$ cat config.mk
export PLATFORM = sky130hd
export DESIGN_NAME = lcd_ctrl_flat
export DESIGN_NICKNAME = d
export VERILOG_FILES = /design/src/rtl/lcd_ctrl_if.sv /design/src/rtl/lcd_ctrl.sv /design/src/flat_wrapper.sv
export SDC_FILE = /design/constraint.sdc
export NUM_CORES = 1
export LEC_CHECK = 0
export CAP_MARGIN = 20
export CORE_MARGIN = 2
export CORE_UTILIZATION = 50
export DETAILED_ROUTE_END_ITERATION = 8
export MAX_ROUTING_LAYER = met4
export PLACE_DENSITY = 0.77
export SLEW_MARGIN = 20
export SYNTH_ARGS = -nofsm -noshare
export SYNTH_HDL_FRONTEND = slang
export SYNTH_SLANG_ARGS = --single-unit
$ cat constraint.sdc
create_clock -name clk -period 6.7 [get_ports clk]
set_clock_uncertainty 0.05 [all_clocks]
set_input_delay 1.34 -clock clk [delete_from_list [all_inputs] [get_ports clk]]
set_output_delay 1.34 -clock clk [all_outputs]
set_load 0.05 [all_outputs]
$ cat src/rtl/lcd_ctrl_if.sv
// Store-side bus of the LCD peripheral: one-cycle write strobe, write data and polled status word.
interface lcd_ctrl_if;
  logic        wr;
  logic [31:0] wdata;
  logic [31:0] status;

  modport master (output wr, output wdata, input status);
  modport slave  (input wr, input wdata, output status);
endinterface

$ cat src/rtl/lcd_ctrl.sv
// Buffered HD44780 controller: queues store writes and plays them out with setup/EN/hold/wait timing.
// Define LCD_INIT_EN to build the power-on init sequence (0x38, 0x0C, 0x01, 0x06).
module lcd_ctrl #(
  parameter int unsigned DEPTH        = 4,
  parameter int unsigned SETUP_CYC    = 4,
  parameter int unsigned EN_CYC       = 25,
  parameter int unsigned HOLD_CYC     = 2,
  parameter int unsigned CMD_WAIT_CYC = 2500,
  parameter int unsigned CLR_WAIT_CYC = 82000,
  parameter int unsigned POWERUP_CYC  = 750000
) (
  input  logic       clk,
  input  logic       rst,
  lcd_ctrl_if.slave  bus,
  output logic       lcd_on,
  output logic       lcd_blon,
  output logic       lcd_en,
  output logic       lcd_rs,
  output logic       lcd_rw,
  output logic [7:0] lcd_data
);
  localparam int unsigned PtrW = (DEPTH > 1) ? $clog2(DEPTH) : 1;
  localparam int unsigned M0   = (SETUP_CYC > EN_CYC) ? SETUP_CYC : EN_CYC;
  localparam int unsigned M1   = (M0 > HOLD_CYC) ? M0 : HOLD_CYC;
  localparam int unsigned M2   = (M1 > CMD_WAIT_CYC) ? M1 : CMD_WAIT_CYC;
  localparam int unsigned M3   = (M2 > CLR_WAIT_CYC) ? M2 : CLR_WAIT_CYC;
`ifdef LCD_INIT_EN
  localparam int unsigned MaxCyc = (M3 > POWERUP_CYC) ? M3 : POWERUP_CYC;
  typedef enum logic [2:0] {StIdle, StSetup, StPulse, StHold, StWait, StInit} state_e;
`else
  localparam int unsigned MaxCyc = M3;
  localparam int unsigned unused_powerup = POWERUP_CYC;
  typedef enum logic [2:0] {StIdle, StSetup, StPulse, StHold, StWait} state_e;
`endif
  localparam int unsigned CntW = $clog2(MaxCyc + 1);

  state_e            state_q;
  logic [CntW-1:0]   cnt_q;
  logic [PtrW-1:0]   wptr_q, rptr_q;
  logic [3:0]        count_q;
  logic              ovf_q;
  logic [8:0]        mem_q [DEPTH];
`ifdef LCD_INIT_EN
  logic              init_q;
  logic [1:0]        init_idx_q;
`endif

  logic ctrl_wr, bus_wr, full, busy, pop, push, clr_cmd;
  logic unused_wdata;

  always_comb begin
    ctrl_wr = bus.wr & bus.wdata[29];
    bus_wr  = bus.wr & ~bus.wdata[29];
    full    = (count_q == 4'(DEPTH));
    busy    = (state_q != StIdle) || (count_q != 4'd0);
    pop     = (state_q == StIdle) && (count_q != 4'd0);
    // A pop in the same cycle frees the slot, so a full FIFO can still accept.
    push    = bus_wr && (!full || pop);
    clr_cmd = !lcd_rs && (lcd_data[7:2] == 6'd0) && (lcd_data != 8'd0);
  end

  assign unused_wdata = ^{bus.wdata[27:10], bus.wdata[8]};
  assign lcd_rw       = 1'b0;
  assign bus.status   = {lcd_on, lcd_blon, 22'd0, count_q, 1'b0, ovf_q, full, busy};

  function automatic logic [PtrW-1:0] inc_ptr(input logic [PtrW-1:0] p);
    return (p == PtrW'(DEPTH - 1)) ? '0 : p + 1'b1;
  endfunction

`ifdef LCD_INIT_EN
  function automatic logic [7:0] init_cmd(input logic [1:0] idx);
    case (idx)
      2'd0:    return 8'h38;
      2'd1:    return 8'h0C;
      2'd2:    return 8'h01;
      default: return 8'h06;
    endcase
  endfunction
`endif

  // Storage carries no reset; only entries between the pointers are ever read.
  always_ff @(posedge clk) begin
    if (push) mem_q[wptr_q] <= {bus.wdata[9], bus.wdata[7:0]};
  end

  always_ff @(posedge clk or negedge rst) begin
    if (!rst) begin
`ifdef LCD_INIT_EN
      state_q    <= StInit;
      cnt_q      <= CntW'(POWERUP_CYC - 1);
      init_q     <= 1'b1;
      init_idx_q <= 2'd0;
`else
      state_q    <= StIdle;
      cnt_q      <= '0;
`endif
      wptr_q     <= '0;
      rptr_q     <= '0;
      count_q    <= 4'd0;
      ovf_q      <= 1'b0;
      lcd_on     <= 1'b0;
      lcd_blon   <= 1'b0;
      lcd_en     <= 1'b0;
      lcd_rs     <= 1'b0;
      lcd_data   <= 8'd0;
    end else begin
      if (push) wptr_q <= inc_ptr(wptr_q);
      if (pop)  rptr_q <= inc_ptr(rptr_q);
      count_q <= count_q + 4'(push) - 4'(pop);

      if (bus_wr && !push)              ovf_q <= 1'b1;
      else if (ctrl_wr && bus.wdata[28]) ovf_q <= 1'b0;

      case (state_q)
        StIdle: begin
          if (pop) begin
            {lcd_rs, lcd_data} <= mem_q[rptr_q];
            state_q            <= StSetup;
            cnt_q              <= CntW'(SETUP_CYC - 1);
          end
        end
        StSetup: begin
          if (cnt_q == '0) begin
            state_q <= StPulse;
            lcd_en  <= 1'b1;
            cnt_q   <= CntW'(EN_CYC - 1);
          end else cnt_q <= cnt_q - 1'b1;
        end
        StPulse: begin
          if (cnt_q == '0) begin
            state_q <= StHold;
            lcd_en  <= 1'b0;
            cnt_q   <= CntW'(HOLD_CYC - 1);
          end else cnt_q <= cnt_q - 1'b1;
        end
        StHold: begin
          if (cnt_q == '0) begin
            state_q <= StWait;
            cnt_q   <= clr_cmd ? CntW'(CLR_WAIT_CYC - 1) : CntW'(CMD_WAIT_CYC - 1);
          end else cnt_q <= cnt_q - 1'b1;
        end
        StWait: begin
          if (cnt_q == '0) begin
`ifdef LCD_INIT_EN
            if (init_q && init_idx_q != 2'd3) begin
              init_idx_q <= init_idx_q + 2'd1;
              lcd_data   <= init_cmd(init_idx_q + 2'd1);
              state_q    <= StSetup;
              cnt_q      <= CntW'(SETUP_CYC - 1);
            end else begin
              if (init_q) lcd_on <= 1'b1;
              init_q  <= 1'b0;
              state_q <= StIdle;
            end
`else
            state_q <= StIdle;
`endif
          end else cnt_q <= cnt_q - 1'b1;
        end
`ifdef LCD_INIT_EN
        StInit: begin
          if (cnt_q == '0) begin
            lcd_rs   <= 1'b0;
            lcd_data <= init_cmd(2'd0);
            state_q  <= StSetup;
            cnt_q    <= CntW'(SETUP_CYC - 1);
          end else cnt_q <= cnt_q - 1'b1;
        end
`endif
        default: state_q <= StIdle;
      endcase

      // Control writes come last so they win over the end-of-init power-on.
      if (ctrl_wr) begin
        lcd_on   <= bus.wdata[31];
        lcd_blon <= bus.wdata[30];
      end
    end
  end
endmodule

$ cat src/flat_wrapper.sv
// flat-port wrapper written by rule: the top's interface ports become plain ports
module lcd_ctrl_flat 
#(
  parameter int unsigned DEPTH        = 4,
  parameter int unsigned SETUP_CYC    = 4,
  parameter int unsigned EN_CYC       = 25,
  parameter int unsigned HOLD_CYC     = 2,
  parameter int unsigned CMD_WAIT_CYC = 2500,
  parameter int unsigned CLR_WAIT_CYC = 82000,
  parameter int unsigned POWERUP_CYC  = 750000
)
  (clk, rst, lcd_on, lcd_blon, lcd_en, lcd_rs, lcd_rw, lcd_data, bus_wr, bus_wdata, bus_status);
  lcd_ctrl_if bus_i ();
  input  logic clk;
  input  logic rst;
  output logic lcd_on;
  output logic lcd_blon;
  output logic lcd_en;
  output logic lcd_rs;
  output logic lcd_rw;
  output logic [7:0] lcd_data;
  input wire logic [$bits(bus_i.wr)-1:0] bus_wr;
  input wire logic [$bits(bus_i.wdata)-1:0] bus_wdata;
  output wire logic [$bits(bus_i.status)-1:0] bus_status;
  assign bus_i.wr = bus_wr;
  assign bus_i.wdata = bus_wdata;
  assign bus_status = bus_i.status;
  lcd_ctrl #(.DEPTH(DEPTH), .SETUP_CYC(SETUP_CYC), .EN_CYC(EN_CYC), .HOLD_CYC(HOLD_CYC), .CMD_WAIT_CYC(CMD_WAIT_CYC), .CLR_WAIT_CYC(CLR_WAIT_CYC), .POWERUP_CYC(POWERUP_CYC)) u_core (.clk(clk), .rst(rst), .bus(bus_i), .lcd_on(lcd_on), .lcd_blon(lcd_blon), .lcd_en(lcd_en), .lcd_rs(lcd_rs), .lcd_rw(lcd_rw), .lcd_data(lcd_data));
endmodule
==> results of run 1 <==
[cell usage in the layout (no fill, tap or decap), types with 3 or more instances in the layout]
cell	netlist	layout
nand2b_1	3	3
a21oi_1	10	10
conb_1	1	24
a31oi_1	3	3
or3_1	5	5
nor4_1	5	5
o21ai_0	16	16
inv_1	16	16
ha_1	13	13
edfxtp_1	36	36
a211oi_1	3	3
nor3_1	11	11
xnor2_1	3	3
nor3_4	3	3
nand3_1	6	6
nand2_1	10	10
dfrtp_1	41	41
mux2_2	14	14
nor2_1	27	27
and2_1	6	6
clkbuf_8	0	9
a21o_1	3	3
clkdlybuf4s50_1	0	35
mux4_2	9	9
xor2_1	3	3
[critical path: stages, from the launching register on]
cell	delay, ns
dfrtp_1	0.45
nor2_1	0.19
nand2_1	0.15
or4_1	0.42
clkdlybuf4s50_1	0.71
[power breakdown]
group | switching [W] | leakage [nW] | internal (W)
registers | 0.0000250 | 0.817 | 0.000544
logic | 0.000180 | 0.815 | 0.0000965
clock network | 0.000191 | 0.109 | 0.000182
total | 0.000397 | 1.74 | 0.000822
[per-layer routing]
layer  track usage, %  vias to the layer above  part of all wire (%)  wire length [um]
li1                 -                     1233                     -                 -
met1             24.2                     1263                    46              3280
met2             27.2                       55                    49              3510
met3             3.95                        9                   3.9               277
met4             6.40                        0                   1.1                81
met5                -                        -                     0                 0
[kinds of logic after synthesis]
kind of cell             Yosys count  synth area share [%]
adder cells (fa/ha/maj)           14                  4.56
multiplexers                      23                  8.99
flip-flops                        77                  52.6
AND/OR/NAND/NOR                   95                  14.0
AO/OA/AOI/OAI                     60                  10.0
other                              1                0.0935
XOR/XNOR                           6                  1.31
buffers and inverters             58                  8.46
[synthesized netlist by cell type (all sizes together) (2+ instances only)]
library cell	count	area share, %
nand4	3	0.84
buf	34	6.2
or4	2	0.37
xnor2	3	0.66
o211a	2	0.50
o31ai	3	0.69
a21oi	10	1.2
nand3b	2	0.37
nor3b	2	0.50
clkbuf	8	0.75
nor2	29	2.8
nor3	14	2.6
and2	7	1.1
nor4	6	1.3
edfxtp	36	27
o22ai	2	0.31
a311o	2	0.50
mux4	9	5.1
nand2b	3	0.47
nand2	11	1.1
a31oi	3	0.47
and3	2	0.31
ha	13	4.1
or3	5	0.78
o21ai	18	2.2
a211oi	3	0.56
xor2	3	0.66
o41ai	2	0.44
mux2	14	3.9
o211ai	2	0.37
dfrtp	41	26
a21o	3	0.56
inv	16	1.5
nand3	6	0.75
a22oi	2	0.37
[how the worst max path moves through the flow]
stage	start	end	slack [ns]	cells after the start
after detailed placement	u_core.count_q[1]	bus_status[0]	3.40	4
after floorplan	u_core.count_q[2]	bus_status[0]	3.76	5
after CTS	u_core.count_q[1]	bus_status[0]	3.00	4
final	u_core.count_q[1]	bus_status[0]	3.05	4
after global placement	u_core.count_q[1]	bus_status[0]	3.40	4
after global routing	u_core.count_q[1]	bus_status[0]	2.92	4
[cell type report]
type                    count  share of cell area [%]
repair buffers             36                    7.87
clock buffers               9                    2.74
flip-flops and latches     77                    46.7
inverters                  16                    1.33
clock inverters             7                    2.05
multi-input cells         222                    36.5
well taps                 102                    2.83
[stage by stage]
step	power, W	hold WS (ns)
4_1_cts	0.00123	0.452
2_1_floorplan	0.000791	0.405
6_report	0.00122	0.455
3_5_place_dp	0.000860	0.437
5_1_grt	0.00128	0.488
3_3_place_gp	0.000849	0.435
[flip-flops by register name (all words and copies together) (netlist names), 2 cells and up]
name             count
u_core.cnt_q        17
u_core.count_q       4
u_core.lcd_data      8
u_core.mem_q        36
u_core.rptr_q        2
u_core.state_q       3
u_core.wptr_q        2
==> key figures, run 1 <==
Detailed routing
  • DR iter-0 viols: 119
  • DR vias/cell: 5.46
  • TritonRoute pass-1 iters: 4
  • Vias after detailed routing: 2560
  • Detailed Route WL: 7150 um
  • Avg WL per Cell: 15.2 um
  • DRC violations left: 0
  • ANT nets after route: 0

STA
  • Worst Max-Slew Pin Slew: 0.928 ns
  • Hold Fails Final Rpt: 0
  • Slew Viols, Final: 0
  • RSZ-0062 raised after global routing: false
  • Final worst slack: 3.05 ns
  • Total negative setup slack: 0 ns
  • Fmax: 274 MHz
  • Max-slew headroom: 38.1%
  • Part of the cycle the worst path needs: 54.5%
  • Setup Viol. Count Final: 0
  • Crit path time final: 3.65 ns

Power and ir drop
  • Power density cells: 270 mW/mm^2
  • Worst IR drop on VDD: 0.171 mV
  • Pleak: 1.74 nW

Setup path
  • CP Launch Type: flip-flop
  • Max FO, Critical Path: 6
  • Crit Reg-Reg Startpoint: u_core.state_q[1]
  • Data arrival, critical path: 2.26 ns
  • Crit. End Element: output pin
  • R2r endpoint: u_core.count_q[2]
  • Worst-case reg-to-reg path depth: 8
  • Setup CP Type: flip-flop to output pin
  • Worst endpoint required time: 5.31 ns
  • R2R Setup Slk: 3.50 ns

GRT
  • Vias in the first global route: 2380
  • Largest net degree at the start of global routing: 42
  • Tot GR Track Use: 18.0%
  • Initial antenna violation count: 0
  • Grt total ovfl: 0
  • First-pass GRT wire length: 11800 um

Final layout
  • Ant. Diodes: 0
  • Reg area: 0.00211 sq mm
  • Layout cells sized above 1: 13.9%
  • Fin nets: 411
  • Final non-filler cell total: 469
  • Design area: 0.00452 sq mm
  • Layout Area Growth over Synthesis: 12.6%
  • Final Util: 58.1%
  • Multi-input gate area: 0.00165 sq mm
  • Fillcell total: 623

Logic synthesis
  • Syn. warnings: 0
  • Sequential area share after synthesis: 52.6%
  • Synthesized instance count: 334
  • Mapped cell area: 0.00401 sq mm
  • Number of synthesized flops with an enable pin: 36
  • Synth Register Bits: 77
  • Top_reg_cell synth: dfrtp_1
  • Netlist cell types: 59
  • Syn_area_per_cell: 12.0 sq um
  • Synth async-reset ratio: 53.2%

Min path
  • WHS Endpoint: u_core.cnt_q[15]
  • Hold_sp: u_core.cnt_q[15]
  • Hold Crit Class: flip-flop to flip-flop
  • Cells on Worst Hold Path: 1

CTS
  • Post-cts resize count: 0
  • Clk sinks: 77
  • Htree depth: 3
  • Clock tree buffer depth: 2
  • Hold-fix buffers at CTS: 0
  • Skew-Pair Late Insertion Delay: 0.35 ns
  • Postcts setup bufs: 0
  • Clock Pin Slew Worst Setup and Hold Paths: 0.09 ns
  • Clock root buffer: clkbuf_8
  • Number of CTS-inserted buffers: 9
  • CTS tree: yes

Placement
  • Placed Area: 0.00430 sq mm
  • Port Buf Inserts: 36
  • HPWL after detailed placement: 5020 um
  • Placer Congestion: 0.870
  • # placed instances: 453
  • Place WS: 3.40 ns

Die
  • Die Area: 0.00875 sq mm
  • I/O pins: 80
  • Initial Util: 51.6%
  • Core Rows: 32
  • Die width: 93.5 um
  • Die height: 93.5 um
  • Core footprint: 0.00777 sq mm

Job
  • Max Cap Violations: 0

Outcome
  • Status: finished clean
(Power assumes the default switching activity.)
==> inputs of run 2 (changes only) <==
clock period = 3.5 ns   (was 6.7 ns; I/O delays follow)
==> key figures, run 2 (same netlist as run 1, synthesis figures left out) <==
Detailed routing
  • TritonRoute pass-1 iters: 4 (unchanged)
  • ANT nets after route: 0 (unchanged)
  • DR vias/cell: 5.46 (about the same)
  • DRC violations left: 0 (unchanged)
  • DR iter-0 viols: 158 (+33%)
  • Vias after detailed routing: 2568 (+0.31%)
  • Detailed Route WL: 7440 um (+4.0%)
  • Avg WL per Cell: 15.8 um (+3.8%)

Setup path
  • Crit Reg-Reg Startpoint: u_core.state_q[1]
  • Worst endpoint required time: 2.75 ns (-2.56 ns)
  • Max FO, Critical Path: 6 (unchanged)
  • Crit. End Element: output pin
  • Setup CP Type: flip-flop to output pin
  • Worst-case reg-to-reg path depth: 9 (+1)
  • R2r endpoint: u_core.count_q[2]
  • R2R Setup Slk: 0.74 ns (-2.76 ns)
  • Data arrival, critical path: 2.30 ns (+0.04 ns)
  • Critical path, cell by cell: inv_1 > ha_1 > nand2_1 > or4_1 > clkdlybuf4s50_1
  • CP Launch Type: flip-flop
  • Crit-path slowest cell: clkdlybuf4s50_1
  • CP peak stage delay: 0.71 ns (about the same)

Power and ir drop
  • Pleak: 1.74 nW (+0.17%)
  • Worst IR drop on VDD: 0.437 mV (+150%)
  • Psw: 0.000762 W (+92%)
  • Power Internal: 0.00157 W (+91%)
  • Clock network power share: 30.6% (about the same)
  • Net Sw Frac: 32.7% (+0.097 points)
  • Design Power: 0.00233 W (+91%)
  • Seq pwr share: 46.7% (about the same)
  • Power density cells: 516 mW/mm^2 (+91%)
  • Gate power share: 22.8% (about the same)

Die
  • Core footprint: 0.00777 sq mm (unchanged)
  • I/O pins: 80 (unchanged)
  • Core Rows: 32 (unchanged)
  • Die height: 93.5 um (unchanged)
  • Initial Util: 51.6% (unchanged)
  • Die width: 93.5 um (unchanged)
  • Die Area: 0.00875 sq mm (unchanged)

CTS
  • Clock root buffer: clkbuf_8
  • Clock Pin Slew Worst Setup and Hold Paths: 0.09 ns (about the same)
  • Clk sinks: 77 (unchanged)
  • Hold-fix buffers at CTS: 0 (unchanged)
  • Htree depth: 3 (unchanged)
  • Postcts setup bufs: 0 (unchanged)
  • Clock tree buffer depth: 2 (unchanged)
  • Post-cts resize count: 0 (unchanged)
  • Number of CTS-inserted buffers: 9 (unchanged)
  • CTS tree: yes
  • Skew-Pair Late Insertion Delay: 0.36 ns (about the same)

GRT
  • Grt total ovfl: 0 (unchanged)
  • Largest net degree at the start of global routing: 42 (unchanged)
  • First-pass GRT wire length: 12200 um (+3.2%)
  • Vias in the first global route: 2489 (+4.6%)
  • Tot GR Track Use: 18.7% (+0.69 points)
  • Initial antenna violation count: 0 (unchanged)

STA
  • Part of the cycle the worst path needs: 87.2%
  • Worst Max-Slew Pin Slew: 0.920 ns (-0.00875 ns)
  • Max-slew headroom: 38.7% (+0.58 points)
  • Slew Viols, Final: 0 (unchanged)
  • RSZ-0062 raised after global routing: false
  • Final worst slack: 0.448 ns (-2.60 ns)
  • Total negative setup slack: 0 ns (unchanged)
  • Fin Hold WS: 0.424 ns (-0.0309 ns)
  • Setup Viol. Count Final: 0 (unchanged)
  • Fmax: 328 MHz
  • Hold Fails Final Rpt: 0 (unchanged)
  • Crit path time final: 3.05 ns

Final layout
  • Most flop-heavy register: u_core.mem_q
  • Most frequent cells in the layout: dfrtp_1, edfxtp_1, clkdlybuf4s50_1
  • Layout Area Growth over Synthesis: 12.8%
  • Fillcell total: 628 (+0.80%)
  • Top Registers: u_core.mem_q: 36 flops, u_core.cnt_q: 17 flops, u_core.lcd_data: 8 flops
  • Fin nets: 412 (+0.24%)
  • Design area: 0.00452 sq mm (+0.11%)
  • Ant. Diodes: 0 (unchanged)
  • Commonest non-fill, non-tap cell in the layout: dfrtp_1
  • Max FFs per register: 36 (unchanged)
  • Layout cells sized above 1: 14.1% (+0.23 points)

Placement
  • Placed Area: 0.00431 sq mm (+0.17%)
  • Port Buf Inserts: 36 (unchanged)
  • HPWL after detailed placement: 5190 um (+3.3%)
  • Placer Congestion: 0.880 (+1.1%)
  • Place WS: 0.756 ns (-2.65 ns)

Job
  • Max Cap Violations: 0 (unchanged)

Outcome
  • Status: finished clean

Min path
  • Hold Crit Class: input port to asynchronous set/reset pin
[run 2: changes by cell type in the layout (fill, tap and decap cells not counted)]
cell	before	now
inv_6	2	4
buf_4	0	1
clkinv_4	2	1
inv_8	1	0
[run 2: worst max-delay path by stage]
stage | start | slack [ns] | cells past startpoint | to
after global routing | u_core.count_q[1] | 0.35 | 4 | bus_status[0]
final | u_core.count_q[2] | 0.45 | 5 | bus_status[0]
after detailed placement | u_core.state_q[1] | 0.76 | 9 | u_core.count_q[2]
after global placement | u_core.state_q[1] | 0.80 | 9 | u_core.count_q[2]
after CTS | u_core.count_q[1] | 0.43 | 4 | bus_status[0]
after floorplan | u_core.count_q[2] | 0.79 | 12 | u_core.count_q[2]
[run 2: power groups by stage]
stage          logic [W]  registers [W]  clock network, W
2_1_floorplan   0.000320        0.00119                 0
3_3_place_gp    0.000520        0.00110                 0
3_5_place_dp    0.000537        0.00111                 0
4_1_cts         0.000538        0.00109          0.000723
5_1_grt         0.000591        0.00110          0.000769
6_report        0.000531        0.00109          0.000713
[run 2: final cells by class]
type                    instances  area (sq um)  area share (%)
clock inverters                 7          90.1            1.99
well taps                     102           128            2.82
repair buffers                 37           363            8.03
multi-input cells             222          1650            36.5
flip-flops and latches         77          2110            46.6
clock buffers                   9           124            2.74
inverters                      16          60.1            1.33
[run 2: worst max-delay path, delay by kind of cell (launching register included)]
kind | cells | cell delay, ns
simple gates | 2 | 0.56
fa+ha+maj | 1 | 0.17
flops | 1 | 0.41
buf+inv | 2 | 0.80
[run 2: through the flow]
stage | util (%) | cells
after global routing | 58.2 | 470
after detailed placement | 55.4 | 454
after global placement | 55.4 | 454
after CTS | 58.2 | 470
final | 58.2 | 470
after floorplan | - | 357
[run 2: metal layers]
layer  wire length [um]  global-route usage, %
met1               3260                   24.3
met2               3690                   29.6
met3                347                   4.59
met4                140                   5.07
met5                  0                      -
==> inputs of run 3 (changes only) <==
CORE_UTILIZATION = 45   (was 50)
PLACE_DENSITY = 0.7   (was 0.77)
==> key figures, run 3 (same netlist as run 1, synthesis figures left out) <==
GRT
  • Tot GR Track Use: 16.4% (-2.3 points)
  • Largest net degree at the start of global routing: 42 (unchanged)
  • Initial antenna violation count: 0 (unchanged)
  • Grt total ovfl: 0 (unchanged)
  • Vias in the first global route: 2533 (+1.8%)
  • First-pass GRT wire length: 12300 um (+0.91%)

Final layout
  • Fillcell total: 784 (+25%)
  • Ant. Diodes: 0 (unchanged)
  • Most frequent cells in the layout: dfrtp_1, edfxtp_1, clkdlybuf4s50_1
  • Top Registers: u_core.mem_q: 36 flops, u_core.cnt_q: 17 flops, u_core.lcd_data: 8 flops
  • Fin nets: 413 (+0.24%)
  • Most flop-heavy register: u_core.mem_q
  • Layout Area Growth over Synthesis: 13.0%
  • Design area: 0.00453 sq mm (+0.19%)
  • Commonest non-fill, non-tap cell in the layout: dfrtp_1
  • Layout cells sized above 1: 14.4% (+0.23 points)
  • Max FFs per register: 36 (unchanged)
  • Final non-filler cell total: 477 (+1.5%)

Die
  • Die Area: 0.00968 sq mm (+11%)
  • Die width: 98.4 um (+5.2%)
  • I/O pins: 80 (unchanged)
  • Core footprint: 0.00868 sq mm (+12%)
  • Die height: 98.4 um (+5.2%)
  • Initial Util: 46.2% (-5.4 points)
  • Core Rows: 34 (+6.3%)

Job
  • Max Cap Violations: 0 (unchanged)

Power and ir drop
  • Power Internal: 0.00157 W (about the same)
  • Gate power share: 22.9% (about the same)
  • Seq pwr share: 46.8% (about the same)
  • Clock network power share: 30.3% (-0.3 points)
  • Net Sw Frac: 32.4% (-0.29 points)
  • Pleak: 1.74 nW (about the same)
  • Psw: 0.000752 W (-1.3%)
  • Worst IR drop on VDD: 0.362 mV (-17%)
  • Power density cells: 513 mW/mm^2 (-0.64%)

Setup path
  • CP peak stage delay: 0.71 ns (about the same)
  • Data arrival, critical path: 2.30 ns (about the same)
  • Worst endpoint required time: 2.75 ns (about the same)
  • Max FO, Critical Path: 6 (unchanged)
  • Total buffers and inverters traversed by the critical path: 1 (-1)
  • CP top delay family: simple AND/OR/NAND/NOR gates
  • Crit. End Element: output pin
  • Crit-path slowest cell: clkdlybuf4s50_1
  • Setup CP Type: flip-flop to output pin
  • CP Launch Type: flip-flop
  • Critical path, cell by cell: nor2_1 > nand2_1 > or4_1 > clkdlybuf4s50_1

Placement
  • Placer Congestion: 0.878 (-0.20%)
  • Port Buf Inserts: 36 (unchanged)
  • # placed instances: 461 (+1.5%)
  • HPWL after detailed placement: 5200 um (+0.21%)
  • Placed Area: 0.00432 sq mm (+0.35%)
  • Place WS: 0.757 ns (+0.000600 ns)

CTS
  • Number of CTS-inserted buffers: 9 (unchanged)
  • Postcts setup bufs: 0 (unchanged)
  • Clock Pin Slew Worst Setup and Hold Paths: 0.09 ns (about the same)
  • Post-cts resize count: 0 (unchanged)
  • Clock root buffer: clkbuf_8
  • Htree depth: 3 (unchanged)
  • Hold-fix buffers at CTS: 0 (unchanged)
  • CTS tree: yes
  • Clock tree buffer depth: 2 (unchanged)
  • Clk sinks: 77 (unchanged)
  • Skew-Pair Late Insertion Delay: 0.35 ns (about the same)

Detailed routing
  • ANT nets after route: 0 (unchanged)
  • Vias after detailed routing: 2521 (-1.8%)
  • DRC violations left: 0 (unchanged)
  • DR vias/cell: 5.29 (-3.3%)
  • DR iter-0 viols: 74 (-53%)
  • TritonRoute pass-1 iters: 5 (+1)
  • Detailed Route WL: 7310 um (-1.7%)
  • Avg WL per Cell: 15.3 um (-3.1%)

STA
  • RSZ-0062 raised after global routing: false
  • Worst Max-Slew Pin Slew: 0.926 ns (+0.00595 ns)
  • Slew Viols, Final: 0 (unchanged)
  • Hold Fails Final Rpt: 0 (unchanged)
  • Fin Hold WS: 0.435 ns (+0.0110 ns)
  • Max-slew headroom: 38.3% (-0.40 points)
  • Total negative setup slack: 0 ns (unchanged)
  • Fmax: 328 MHz (about the same)
  • Setup Viol. Count Final: 0 (unchanged)
  • Crit path time final: 3.05 ns (-0.00138 ns)
  • Final worst slack: 0.449 ns (+0.00138 ns)
  • Part of the cycle the worst path needs: 87.2% (about the same)

Outcome
  • Status: finished clean

Min path
  • Hold Crit Class: input port to asynchronous set/reset pin
-- run 3: changes by cell type in the layout (fill, tap and decap cells not counted), sizes merged --
| cell | before | now |
|---|---|---|
| buf | 2 | 3 |
| clkinv | 2 | 0 |
| clkinvlp | 0 | 1 |
| inv | 20 | 21 |
-- run 3: worst paths after layout --
check	from	endpoint	slack [ns]	depth (start not counted)
worst min-delay path	rst	u_core.lcd_en	0.44	1
worst min register to register	u_core.cnt_q[15]	u_core.cnt_q[15]	0.44	1
min in group clk	u_core.cnt_q[15]	u_core.cnt_q[15]	0.44	1
max in group asynchronous	rst	u_core.cnt_q[16]	2.38	1
worst max register to register	u_core.state_q[1]	u_core.count_q[1]	0.74	9
worst max-delay path	u_core.count_q[1]	bus_status[0]	0.45	4
-- run 3: area by class of cell --
class                           instances  area (sq um)  share of cell area (%)
Inverter                               16          60.1                    1.33
Clock buffer                            9           124                    2.73
Tap cell                              108           135                    2.98
Sequential cell                        77          2110                    46.5
Multi-Input combinational cell        222          1650                    36.4
Clock inverter                          7          83.8                    1.85
Timing Repair Buffer                   38           370                    8.18
-- run 3: power by group through the flow --
| stage | clock network, W | registers, W | logic (W) |
|---|---|---|---|
| finish | 0.000703 | 0.00109 | 0.000532 |
| global route | 0.000760 | 0.00110 | 0.000588 |
| CTS | 0.000724 | 0.00109 | 0.000542 |
| detailed placement | 0 | 0.00111 | 0.000540 |
| global placement | 0 | 0.00110 | 0.000524 |
| floorplan | 0 | 0.00119 | 0.000320 |
-- run 3: metal layers --
| metal | vias to the layer above | track usage [%] | wire [um] |
|---|---|---|---|
| met5 | - | - | 0 |
| met4 | 0 | 3.79 | 74 |
| met3 | 8 | 3.94 | 253 |
| met2 | 47 | 27.9 | 3860 |
| met1 | 1234 | 19.8 | 3130 |
| li1 | 1232 | - | - |
-- run 3: through the flow --
stage / util (%) / total power [W]
after CTS: 52.2 / 0.00236
after floorplan: - / 0.00151
after detailed placement: 49.8 / 0.00165
after global placement: 49.8 / 0.00163
after global routing: 52.2 / 0.00245
final: 52.2 / 0.00232
==> RTL edit 1: new RTL, config.mk and constraints of run 1 <==
`DEPTH` is set to 4 in 2 places; all go to 2.
--- a/src/rtl/lcd_ctrl.sv
+++ b/src/rtl/lcd_ctrl.sv
@@ -1,7 +1,7 @@
 // Buffered HD44780 controller: queues store writes and plays them out with setup/EN/hold/wait timing.
 // Define LCD_INIT_EN to build the power-on init sequence (0x38, 0x0C, 0x01, 0x06).
 module lcd_ctrl #(
-  parameter int unsigned DEPTH        = 4,
+  parameter int unsigned DEPTH        = 2,
   parameter int unsigned SETUP_CYC    = 4,
   parameter int unsigned EN_CYC       = 25,
   parameter int unsigned HOLD_CYC     = 2,
--- a/src/flat_wrapper.sv
+++ b/src/flat_wrapper.sv
@@ -1,7 +1,7 @@
 // flat-port wrapper written by rule: the top's interface ports become plain ports
 module lcd_ctrl_flat 
 #(
-  parameter int unsigned DEPTH        = 4,
+  parameter int unsigned DEPTH        = 2,
   parameter int unsigned SETUP_CYC    = 4,
   parameter int unsigned EN_CYC       = 25,
   parameter int unsigned HOLD_CYC     = 2,
Formal check against the unedited RTL: not equivalent (a bounded check fails within 4 cycles, from zero or initial values and one cycle with rst low).
==> RTL edit 1 against run 1 <==
- first-iteration DRC count grew 130%
- wire length fell by 6.0%
- area after synthesis down 19%
- combinational power shrank 6%
- largest power group unchanged
- highest routed layer unchanged
- sequential cell count shrank 20
- design area is 17% lower
- worst setup slack worse by 0.74 ns
- non-clock buffer count increased by 1
- sequential share of layout area decreased by 6.1 points
- power down 15%
==> RTL edit 1: results (changes against run 1) <==
| Metric | Value |
|---|---|
| Status | `finished, final reports clean` |
| Commonest cells in the netlist | `dfrtp_1 (39), buf_4 (29), nand2_1 (28)` |
| RR Startpoint | `u_core.state_q[2]` |
| Synth area leaders | `dfrtp_1 (30%), edfxtp_1 (17%), buf_4 (6.7%)` |
| Hold Path Depth | `1 (unchanged)` |
| R2R setup slack | `3.76 ns (+0.26 ns)` |
| Clk root buf | `clkbuf_8` |
| RePlAce Congestion | `0.922 (+6.0%)` |
| First-pass GRT wire length | `11.4 mm (-3.4%)` |
| CTS clk-pin slew, worst paths | `0.07 ns (-0.02 ns)` |
| Leak Pwr | `1.55 nW (-11%)` |
| Async S/R FF share, synth | `0.684 (+0.152)` |
| Worst EP arrival | `3.01 ns (+0.75 ns)` |
| Detailed Place HPWL | `4.67 mm (-6.9%)` |
| Number of flops mapped to enable cells by yosys | `18 (-50%)` |
| FILL cells | `552 (-11%)` |
| CP Max Fanout | `28 (+22)` |
| Iter 0 DRT Violations | `278 (+130%)` |
| Routed wire length | `6.72 mm (-6.0%)` |
| Sequential share of the synthesized area | `0.467 (-0.0587)` |
| GRT Resource Usage Total | `0.205 (+0.0252)` |
| Peak supply drop | `0.226 mV (+32%)` |
| Via count | `2499 (-2.4%)` |
| Worst Hold End | `u_core.wptr_q` |
| Postcts setup bufs | `0 (unchanged)` |
| Layout cell share with drive strength beyond 1 | `0.0971 (-0.0418)` |
| Detailed Routing Iterations Pass 1 | `5 (+1)` |
| Worst slew pin tran | `0.923 ns (-0.00579 ns)` |
| Largest net degree at the start of global routing | `40 (-4.8%)` |
| Vias in the first global route | `2345 (-1.5%)` |
| Worst Hold Launch | `u_core.wptr_q` |
| Largest regs | `u_core.mem_q: 18 flops, u_core.cnt_q: 17 flops, u_core.lcd_data: 8 flops` |
| Unique cell type count in the Yosys netlist | `67 (+14%)` |
| Nets | `387 (-5.8%)` |
| Clock Latency Late Sink | `0.35 ns (about the same)` |
| R2R depth | `8 (unchanged)` |
[RTL edit 1: changes by cell type after synthesis, sizes merged, moves of 7 or more]
cell and delta:
edfxtp -18, nand2 +17, nor2 -17, mux2i +11, mux2 -9, mux4 -9, ha -7
[RTL edit 1: cell families after synthesis]
group	count (synthesis)	synth area share
AOI/OAI and AO/OA	74	0.151
xor gates and xnor gates	5	0.0135
adders and majority gates	7	0.0293
buffers and inverters	54	0.0975
DFF	57	0.467
muxes	16	0.0512
other	1	0.00115
and+or+nand+nor	103	0.190
[RTL edit 1: per-layer routing]
layer / wire length (um) / track usage / up-vias
met5: 0 / - / -
met4: 123 / 0.0750 / 0
met3: 393 / 0.0374 / 14
met2: 3250 / 0.323 / 116
met1: 2960 / 0.267 / 1191
li1: - / - / 1178
[RTL edit 1: cell type report]
cell class | count | share of cell area
Clock buffer | 9 | 0.0332
Clock inverter | 7 | 0.0248
Inverter | 11 | 0.0111
Multi-Input combinational cell | 229 | 0.402
Sequential cell | 57 | 0.406
Tap cell | 77 | 0.0258
Timing Repair Buffer | 37 | 0.0972
[RTL edit 1: worst max-delay path by stage]
| stage | start | endpoint | slack (ns) | depth (start not counted) |
|---|---|---|---|---|
| 4_1_cts | u_core.state_q[2] | bus_status[0] | 2.36 | 4 |
| 2_1_floorplan | u_core.count_q[2] | bus_status[0] | 3.62 | 6 |
| 3_3_place_gp | u_core.state_q[2] | bus_status[0] | 2.75 | 4 |
| 5_1_grt | u_core.state_q[2] | bus_status[0] | 2.20 | 4 |
| 6_report | u_core.state_q[2] | bus_status[0] | 2.30 | 4 |
| 3_5_place_dp | u_core.state_q[2] | bus_status[0] | 2.75 | 4 |
[RTL edit 1: power breakdown]
group | switching [mW] | leakage [nW] | internal (mW)
Combinational | 0.176 | 0.815 | 0.0857
Sequential | 0.0229 | 0.629 | 0.400
Clock | 0.147 | 0.103 | 0.208
[RTL edit 1: worst max-delay path, cell delays in order (launching register included)]
cell and delay [ns]:
dfrtp_1 0.71, or3_1 0.59, nor2b_1 0.40, inv_1 0.20, clkdlybuf4s50_1 0.74
[RTL edit 1: stage by stage]
stage,hold WS [ns],setup WS (ns),area (um^2),std cells
detailed placement,0.433,2.75,3510,410
global placement,0.422,2.75,3510,410
CTS,0.448,2.36,3730,426
finish,0.443,2.30,3730,427
global route,0.459,2.20,3730,427
floorplan,0.405,3.62,3330,340
==> RTL edit 2: new RTL, flow settings as in run 1 <==
Without the edit above. Put a register stage on the output `bus.status`. The value now appears one clock later.
--- a/src/rtl/lcd_ctrl.sv
+++ b/src/rtl/lcd_ctrl.sv
@@ -61,7 +61,9 @@
 
   assign unused_wdata = ^{bus.wdata[27:10], bus.wdata[8]};
   assign lcd_rw       = 1'b0;
-  assign bus.status   = {lcd_on, lcd_blon, 22'd0, count_q, 1'b0, ovf_q, full, busy};
+  always_ff @(posedge clk) begin
+    bus.status <= {lcd_on, lcd_blon, 22'd0, count_q, 1'b0, ovf_q, full, busy};
+  end
 
   function automatic logic [PtrW-1:0] inc_ptr(input logic [PtrW-1:0] p);
     return (p == PtrW'(DEPTH - 1)) ? '0 : p + 1'b1;
Function: changed (a bounded check fails within 4 cycles, from zero or initial values and one cycle with rst low).
==> RTL edit 2 against run 1 <==
- critical path depth up 4
- sequential power up 13%
- worst setup slack better by 0.31 ns
- largest cell class unchanged
- sequential cell count up 9
- area after synthesis up 7.3%
- design area up 7.1%
- wire length up 13%
- highest routed layer unchanged
- count of clock-buffer cells in the layout unchanged
- power up 7.6%
- hold slack worse by 0.11 ns
- sequential share of layout area up 0.62 points
==> RTL edit 2: results (changes against run 1) <==
| Metric | Value |
|---|---|
| Status | `finished, final reports clean` |
| Iter 0 DRT Violations | `177 (+49%)` |
| Sequential share of the synthesized area | `0.532 (+0.00596)` |
| First-pass GRT wire length | `13.8 mm (+17%)` |
| RePlAce Congestion | `0.842 (-3.2%)` |
| Synth area leaders | `edfxtp_1 (25%), dfrtp_1 (24%), buf_4 (4.7%)` |
| Number of flops mapped to enable cells by yosys | `36 (unchanged)` |
| Yosys synthesis warning count | `0 (unchanged)` |
| Routed wire length | `8.08 mm (+13%)` |
| CP Max Fanout | `26 (+20)` |
| Ant. Diodes | `0 (unchanged)` |
| Commonest cells in the netlist | `dfrtp_1 (41), edfxtp_1 (36), buf_4 (27)` |
| Vias in the first global route | `2869 (+21%)` |
| Post-synthesis mux area share | `0.0887 (-0.00120)` |
| Initial antenna violation count | `0 (unchanged)` |
| CP delay by family, top | `simple AND/OR/NAND/NOR gates` |
| Async S/R FF share, synth | `0.477 (-0.0557)` |
| Peak supply drop | `0.167 mV (-2.3%)` |
| Layout cell share with drive strength beyond 1 | `0.130 (-0.00853)` |
| Synth Area in XOR/XNOR | `0.0142 (+0.00114)` |
| Adder-cell share of the synthesized area | `0.0425 (-0.00311)` |
| Worst Hold Class | `reg2reg` |
| Unique cell type count in the Yosys netlist | `61 (+3.4%)` |
| Via density | `5.75 (+5.4%)` |
| IO buf count | `36 (unchanged)` |
| Synth Area in Compound Gates | `0.126 (+0.0263)` |
| Rel. slew slack | `0.300 (-0.0811)` |
| CTS clk-pin slew, worst paths | `0.10 ns` |
| Clk root buf | `clkbuf_8` |
| Leak Pwr | `1.92 nW (+10%)` |
| Largest regs | `u_core.mem_q: 36 flops, u_core.cnt_q: 17 flops, u_core.bus.status: 9 flops` |
| Placed inst area | `0.00462 mm^2 (+7.4%)` |
| PostCTS Resize Cnt | `0 (unchanged)` |
| Slowest CP cell | `dfrtp_1` |
| Largest net degree at the start of global routing | `42 (unchanged)` |
| Postcts setup bufs | `0 (unchanged)` |
| Clock Latency Late Sink | `0.36 ns` |
| CP peak stage delay | `0.70 ns` |
| Detailed Place HPWL | `5.63 mm (+12%)` |
| Inserted Clock Buffers | `9 (unchanged)` |
| # H-tree levels | `3 (unchanged)` |
| GRT Resource Usage Total | `0.187 (+0.00690)` |
| Nets | `435 (+5.8%)` |
| Detailed Routing Iterations Pass 1 | `4 (unchanged)` |
| Number of buffers on the longest clock path | `2 (unchanged)` |
| FILL cells | `663 (+6.4%)` |
| Worst EP arrival | `3.57 ns (+1.31 ns)` |
## RTL edit 2: per-layer routing
| metal | global-route usage | wire (um) |
|---|---|---|
| met1 | 0.229 | 3410 |
| met2 | 0.308 | 4130 |
| met3 | 0.0412 | 428 |
| met4 | 0.0639 | 112 |
| met5 | - | 0 |
## RTL edit 2: stage by stage
step           worst slack [ns]  cells   util  total power [mW]  hold WS, ns
2_1_floorplan              4.14    380      -             0.856        0.297
6_report                   3.35    496  0.583              1.31        0.344
3_3_place_gp               3.43    480  0.556             0.919        0.309
5_1_grt                    3.06    496  0.583              1.37        0.353
3_5_place_dp               3.35    480  0.556             0.933        0.316
4_1_cts                    3.33    496  0.583              1.32        0.342
## RTL edit 2: worst paths after layout
kind / startpoint / endpoint / slack, ns / cells after the start
max: u_core.state_q[2] / u_core.count_q[1] / 3.35 / 8
min: u_core.count_q[3] / u_core.bus.status[7] / 0.34 / 0
max reg2reg: u_core.state_q[2] / u_core.count_q[1] / 3.35 / 8
min reg2reg: u_core.count_q[3] / u_core.bus.status[7] / 0.34 / 0
max in group asynchronous: rst / u_core.lcd_data[0] / 4.95 / 1
min in group asynchronous: rst / u_core.cnt_q[2] / 1.06 / 1
## RTL edit 2: final cells by class
cell class / instances / area [um^2] / area share
multi-input combinational: 237 / 1780 / 0.369
sequential: 86 / 2290 / 0.473
inverter: 16 / 60.1 / 0.0124
clock buffer: 9 / 124 / 0.0256
timing repair buffer: 36 / 355 / 0.0735
clock inverter: 7 / 95.1 / 0.0197
tap: 105 / 131 / 0.0272
## RTL edit 2: where the power goes
group          total, mW  leakage [nW]  switching (mW)  internal, mW
clock              0.392         0.111           0.208         0.185
combinational      0.274         0.919           0.179        0.0953
sequential         0.644         0.892          0.0295         0.614
